### src/rtl/timed_fifo_dispatcher.sv
// ============================================================================
// timed_fifo_dispatcher
// Timestamped FIFO that releases each 128-bit word when the time counter hits it.
// Revision: 1.0
// ============================================================================
`default_nettype none

module timed_fifo_dispatcher #(
    parameter int FIFO_DEPTH = 16,
    parameter int TS_WIDTH   = 64
) (
    input  logic                          CLK100MHZ,
    input  logic                          reset,
    input  logic                          counter_clear,
    input  logic                          counter_run,
    input  logic                          flush,
    input  logic                          wr_en,
    input  logic [TS_WIDTH-1:0]           wr_time,
    input  logic [127:0]                  wr_data,
    output logic                          full,
    output logic                          empty,
    output logic [$clog2(FIFO_DEPTH):0]   fill_count,
    output logic                          overflow,
    output logic                          late_error,
    output logic [127:0]                  late_data,
    output logic [TS_WIDTH-1:0]           counter_value,
    output logic                          counter_matched,
    output logic [127:0]                  data_out
);

    localparam int c_ADDR_W = $clog2(FIFO_DEPTH);
    localparam int c_PTR_W  = c_ADDR_W + 1;

    logic [TS_WIDTH-1:0] r_mem_time [FIFO_DEPTH];
    logic [127:0]        r_mem_data [FIFO_DEPTH];

    logic [c_PTR_W-1:0]  r_wr_ptr;
    logic [c_PTR_W-1:0]  r_rd_ptr;
    logic [TS_WIDTH-1:0] r_counter;
    logic                r_overflow;
    logic                r_late_error;
    logic [127:0]        r_late_data;
    logic                r_matched;
    logic [127:0]        r_data_out;

    logic                w_full;
    logic                w_empty;
    logic [TS_WIDTH-1:0] w_head_time;
    logic [127:0]        w_head_data;
    logic                w_eval;
    logic                w_match;
    logic                w_late;
    logic                w_pop;
    logic                w_push;

    assign w_full  = (r_wr_ptr[c_ADDR_W] != r_rd_ptr[c_ADDR_W]) &&
                     (r_wr_ptr[c_ADDR_W-1:0] == r_rd_ptr[c_ADDR_W-1:0]);
    assign w_empty = (r_wr_ptr == r_rd_ptr);

    assign w_head_time = r_mem_time[r_rd_ptr[c_ADDR_W-1:0]];
    assign w_head_data = r_mem_data[r_rd_ptr[c_ADDR_W-1:0]];

    // One head decision per cycle; clear and flush both suppress it.
    assign w_eval  = !w_empty && counter_run && !counter_clear && !flush;
    assign w_match = w_eval && (w_head_time == r_counter);
    assign w_late  = w_eval && (w_head_time <  r_counter);
    assign w_pop   = w_match || w_late;
    assign w_push  = wr_en && !w_full && !flush;

    always_ff @(posedge CLK100MHZ) begin
        if (w_push) begin
            r_mem_time[r_wr_ptr[c_ADDR_W-1:0]] <= wr_time;
            r_mem_data[r_wr_ptr[c_ADDR_W-1:0]] <= wr_data;
        end
    end

    always_ff @(posedge CLK100MHZ) begin
        if (reset) begin
            r_wr_ptr     <= '0;
            r_rd_ptr     <= '0;
            r_counter    <= '0;
            r_overflow   <= 1'b0;
            r_late_error <= 1'b0;
            r_late_data  <= '0;
            r_matched    <= 1'b0;
            r_data_out   <= '0;
        end else begin
            if (counter_clear) begin
                r_counter <= '0;
            end else if (counter_run) begin
                r_counter <= r_counter + 1'b1;
            end

            if (flush) begin
                r_wr_ptr <= '0;
                r_rd_ptr <= '0;
            end else begin
                if (w_push) begin
                    r_wr_ptr <= r_wr_ptr + 1'b1;
                end
                if (w_pop) begin
                    r_rd_ptr <= r_rd_ptr + 1'b1;
                end
            end

            // A write against a full FIFO is lost even if a pop frees space on this edge.
            if (counter_clear) begin
                r_overflow <= 1'b0;
            end else if (wr_en && w_full && !flush) begin
                r_overflow <= 1'b1;
            end

            if (counter_clear) begin
                r_late_error <= 1'b0;
            end else if (w_late) begin
                r_late_error <= 1'b1;
            end

            if (w_late) begin
                r_late_data <= w_head_data;
            end

            r_matched <= w_match;
            if (w_match) begin
                r_data_out <= w_head_data;
            end
        end
    end

    assign full            = w_full;
    assign empty           = w_empty;
    assign fill_count      = r_wr_ptr - r_rd_ptr;
    assign overflow        = r_overflow;
    assign late_error      = r_late_error;
    assign late_data       = r_late_data;
    assign counter_value   = r_counter;
    assign counter_matched = r_matched;
    assign data_out        = r_data_out;

endmodule

`default_nettype wire

### config.mk
export PLATFORM = sky130hd
export DESIGN_NAME = timed_fifo_dispatcher
export DESIGN_NICKNAME = d
export VERILOG_FILES = /design/src/rtl/timed_fifo_dispatcher.sv
export SDC_FILE = /design/constraint.sdc
export NUM_CORES = 2
export LEC_CHECK = 0
export CORE_MARGIN = 1
export CORE_UTILIZATION = 60
export CTS_CLUSTER_SIZE = 24
export DETAILED_ROUTE_END_ITERATION = 10
export GPL_TIMING_DRIVEN = 0
export PLACE_DENSITY = 0.75
export SLEW_MARGIN = 20
export SYNTH_ARGS = -nofsm -noshare
export SYNTH_HDL_FRONTEND = slang
export SYNTH_SLANG_ARGS = --single-unit
### constraint.sdc
create_clock -name CLK100MHZ -period 49.4 [get_ports CLK100MHZ]
set_clock_uncertainty 0.15 [all_clocks]
set_input_delay 4.94 -clock CLK100MHZ [delete_from_list [all_inputs] [get_ports CLK100MHZ]]
set_output_delay 4.94 -clock CLK100MHZ [all_outputs]
set_load 0.01 [all_outputs]
==> Word-level counts from Yosys, hierarchy flattened <==
Memories as Yosys holds them, arrays and structs flattened. A register that Yosys moved wholly into a read port is not among the register bits.
Cells that the tools add are included.
{ "word_totals": {"mem_count": 2, "latchBits": 0, "out_inout_bits": 330, "ram_bits": 3072, "rom_bits": 0, "register_bits": 333} }
{ "op_classes": {"multipliers": 0, "addsub": 4, "n_div": 0, "bitwise_logic": 0, "reduce_logical": 17, "eq_ne": 4, "shift": 0, "muxes": 6, "n_lt_le_gt_ge": 1} }
{ "mem_list": {"columns": ["name", "depth", "width", "rd", "rd_ports_with_merged_regs", "write_ports", "line_no", "rtl"], "rows": [
  ["r_mem_data", 16, 128, 1, 1, 1, "35", "logic [127:0] r_mem_data [FIFO_DEPTH];"],
  ["r_mem_time", 16, 64, 1, 1, 1, "34", "logic [TS_WIDTH-1:0] r_mem_time [FIFO_DEPTH];"]
]} }
{ "op_table": {"columns": ["op", "count"], "rows": [
  ["adder 64 x 1 -> 64 bit, second input constant", 1],
  ["== test 64 bit", 1],
  ["less-than comparator 64 bit", 1],
  ["two-way mux 4 bit", 4],
  ["adder 5 x 1 -> 5 bit, second input constant", 2],
  ["logical AND 1 bit", 10],
  ["== test 5 bit", 1],
  ["subtractor 5 bit", 1],
  ["== test 4 bit", 1],
  ["zero test 1 bit", 4],
  ["OR reduction 2 bit", 2],
  ["two-way mux 1 bit", 2],
  ["logical OR 1 bit", 1],
  ["!= test 1 bit", 1]
]} }

==> Logic depth before layout (Yosys ltp) <==
{ "logic_depth": {"depth_word": 9, "depth_mapped": 19} }

==> Worst setup path before layout <==
OpenSTA, ideal clock, no wires.
{ "synth_timing": {"path_kind": "input to register", "startpoint": "in flush", "endpoint": "mem r_mem_data[3][0] (enable)", "slack_ps": 29804, "cell_stages": 3, "n_path_buf": 0, "arrival_time_ps": 18466, "t_required_ps": 48270, "path_cell_list": "nor3b_2 -> nand2_1 -> nor3_1"} }
{ "synth_between": {"elab_chain_cells": 4} }
{ "synth_lines": {"columns": ["element", "line_no", "rtl"], "rows": [
  ["start, declared", "16", "input logic flush,"],
  ["zero test 1 bit", "68", "assign w_push = wr_en && !w_full && !flush;"],
  ["logical AND 1 bit", "68", null],
  ["two-way mux 1 bit", "71", "if (w_push) begin"],
  ["two-way mux 1 bit (implied by the code)", "73", "r_mem_data[r_wr_ptr[c_ADDR_W-1:0]] <= wr_data;"],
  ["end, declared", "35", null]
]} }
Every way passes these cells.

==> Final worst setup path <==
{ "layout_timing": {"startpoint": "in flush", "endpoint": "reg r_late_data[52], in the netlist late_data[52]"} }
{ "layout_between": {"elab_chain_cells": 3} }
{ "layout_lines": {"columns": ["element", "line_no", "rtl"], "rows": [
  ["zero test 1 bit", "64", "assign w_eval = !w_empty && counter_run && !counter_clear && !flush;"],
  ["logical AND 1 bit", "64", null],
  ["logical AND 1 bit", "66", "assign w_late = w_eval && (w_head_time < r_counter);"],
  ["end signal, assigned", "120", "r_late_data <= w_head_data;"],
  ["end, declared", "42", "logic [127:0] r_late_data;"]
]} }
Every way passes these cells.
A chain may end at the register's enable or synchronous reset.

==> key figures <==
Outcome
  • Status: complete, no violations

STA
  • Maximum clock rate: approximately 110 MHz
  • Setup tns final: 0 ps
  • PnR worst setup slack: between 30000 and 40000 ps
  • Setup-failing EPs final: 0
  • Slew Viols, Final: 0
  • Final period util: a little under a fifth
  • Max_slew headroom: 22.2%
  • Min Hold Slack: between 300 and 400 ps
  • Minimum clock period: about 9400 ps
  • Final Hold Viols: 0
  • Slew of the pin with the lowest slew margin: 1170 ps
  • RSZ-0062 raised after global routing: no

Global routing
  • Total gr overflow: 0
  • First-pass GRT wire length: 501000 um
  • Initial antenna violation count: 68
  • Number of global-route vias before repair: about 69000
  • Largest net degree at the start of global routing: 20
  • GRT Total Usage: ~33%

Drt
  • DR iter-0 viols: around 9300
  • Detailed Routing Iterations Pass 1: 5
  • Vias per inst: roughly 6.7
  • Via count: between 60000 and 70000
  • DRC viols: 0
  • Post-Route WL: 359000 um
  • Detail Route Antenna Nets: 0
  • WL/cell: 35.0 um

Synth
  • Mapped Cells: roughly 6000
  • EDFF count, synth: just over 3000
  • Post-synthesis cell type count: 51
  • Post-synth top area share: 71.4%
  • FF+latch count, synth: between 3000 and 4000
  • Synth area leaders: edfxtp_1, mux4_2, dfxtp_1, mux2i_1, nand2_1
  • Cell Area, Synth: ~130000 sq um
  • Post-Syn Nets: ~6200
  • Top FF cell, synth: edfxtp_1
  • Cell taking the most area after synthesis: edfxtp_1
  • Register area share after synthesis: ~77%
  • Async SR Flop Fraction: 0%
  • Synth Warn #: 0
  • Syn avg cell area: between 20 and 25 sq um

Worst hold path
  • Worst hold path depth: 2
  • Hold Path Origin: data_out[42]
  • Hold WC Path Type: flip-flop to flip-flop
  • Hold EP: data_out[42]

Power
  • PD cells: between 30 and 40 nW/um^2
  • Overall power: 5.80 mW
  • Peak supply drop: 0.0000423 V
  • Leak Pwr: approximately 48 nW

Critical path
  • Critical Path Stages: 11
  • Worst stage delay on the critical path: ~870 ps
  • Worst path cell trace: clkdlybuf4s50_1 > nor3b_1 > o21ai_1 > a211oi_1 > o211ai_1 > nor4_4 > buf_6 > buf_4 > buf_6 > mux2i_1 > nor2_1
  • Arrival @ worst endpoint: between 10000 and 15000 ps
  • Crit end category: flip-flop
  • Crit path buf inv count: 4
  • CP Max Fanout: 10
  • Data required time of the worst path: ~50000 ps
  • FF-to-FF End: data_out[69]
  • Reg2reg setup slack: between 40000 and 50000 ps
  • Critical path's top delay family: buffers and inverters
  • Most used cell, CP: buf_6
  • Worst setup SP type: input port
  • CP max stage cell: clkdlybuf4s50_1
  • Reg2reg path depth: 18
  • WS Path Type: input port to flip-flop

Clocking
  • Clock Pin Slew Worst Setup and Hold Paths: 60 ps
  • CTS tree: done
  • CTS sink count: around 3400
  • CTS buffer count: around 340
  • H-Tree Level Count: 5
  • Postcts setup bufs: 0
  • Worst-skew pair later-pin latency: slightly below 1000 ps
  • Clock buffer depth: 4
  • CTS resizes: 0
  • Hold_buf cts: 0
  • Clock Tree Root: clkbuf_16

Die
  • DIE AREA: 217000 sq um
  • IO Count: around 530
  • Chip width: 466 um
  • Die height: around 470 um
  • Initial Utilization: about three fifths
  • Std-Cell Rows: 169
  • Core area: between 200000 and 250000 sq um

Cells and area
  • Share of post-route cells with drive strength above 1: ~25%
  • Most common cell after layout, fill and taps aside: edfxtp_1
  • Fill cells: between 10000 and 15000
  • Layout net count: about 7400
  • Most frequent cells in the layout: edfxtp_1, mux4_2, clkdlybuf4s50_1
  • Area grow syn2layout: 19.3%

Placed design
  • # port buffers: 525
  • RePlAce Congestion: slightly above 0.8
  • DP HPWL: between 200000 and 250000 um
  • Pre-CTS setup slack: roughly 39000 ps

Job
  • Max-cap check violation count: 0
==> kinds of logic after synthesis <==
logic type / share of synthesized area, %
flip-flops: 76.6
multiplexers: 17.5
AND/OR/NAND/NOR: 2.31
buffers and inverters: 1.27
AO/OA/AOI/OAI: 1.08
adder cells (fa/ha/maj): 0.732
XOR/XNOR: 0.475
==> layout make-up <==
| class | count | area [sq um] | area share, % |
|---|---|---|---|
| well taps | 2821 | 3530 | 2.29 |
| diodes | 53 | 133 | 0.0860 |
| flip-flops and latches | 3409 | 99000 | 64.2 |
| clock buffers | 453 | 9360 | 6.07 |
| inverters | 77 | 289 | 0.187 |
| repair buffers | 828 | 10300 | 6.70 |
| clock inverters | 153 | 1450 | 0.938 |
| plain buffers | 307 | 1400 | 0.909 |
| multi-input cells | 2168 | 28700 | 18.6 |
==> registers in the layout (all words and copies together), names as in the netlist, named ones only <==
signal	flops
overflow	1
r_mem_time	1024
data_out	128
r_wr_ptr	5
counter_matched	1
r_mem_data	2048
r_rd_ptr	5
counter_value	64
late_data	128
late_error	1
==> cells in the mapped netlist, types with 3 or more instances <==
cell type,instances
dfxtp_1,337
nand4_1,31
and3_1,4
o21ai_0,10
nand3_1,24
o211ai_1,7
nor2b_1,26
buf_6,10
edfxtp_1,3072
nor4_1,10
buf_1,32
nor2_1,225
mux4_2,936
clkbuf_1,179
or3_1,4
buf_4,5
a21o_1,8
and4_1,12
inv_1,77
xor2_1,3
a211oi_1,26
xnor2_1,67
nor3_1,22
ha_1,74
a31oi_1,3
nand2_1,303
a21oi_1,185
buf_2,81
nand2b_1,6
mux2i_1,154
==> per-layer routing <==
layer | vias up | GRT usage (%) | wire length [um]
li1 | 27003 | - | -
met1 | 35878 | 43.1 | 126000
met2 | 4818 | 52.7 | 175000
met3 | 874 | 8.04 | 38700
met4 | 38 | 16.9 | 19500
met5 | - | 0 | 230
==> worst max path at each step <==
stage / from / to / slack, ps
floorplan: flush / r_mem_data[3][0] / 29800
global route: flush / late_data[52] / 40110
finish: flush / late_data[52] / 39990
CTS: flush / late_data[52] / 40180
detailed placement: flush / late_data[52] / 39230
global placement: flush / r_mem_data[2][46] / 10280
==> per-stage QoR <==
stage / cell area [sq um] / util, % / instances
floorplan: 129000 / - / 5961
global placement: 138000 / 64.8 / 9307
detailed placement: 143000 / 67.3 / 9610
CTS: 154000 / 72.3 / 10216
global route: 154000 / 72.4 / 10246
finish: 154000 / 72.4 / 10269
==> power by group <==
group	switching [mW]	internal, mW
logic	0.0692	0.0353
clock network	1.07	1.48
registers	0.00306	3.15
total	1.14	4.66
==> tightest hold or removal path, cell delays in order, from the launching register on <==
cell	delay [ps]
dfxtp_1	310
nand2_1	50
a21oi_1	50
(Power assumes the default switching activity.)
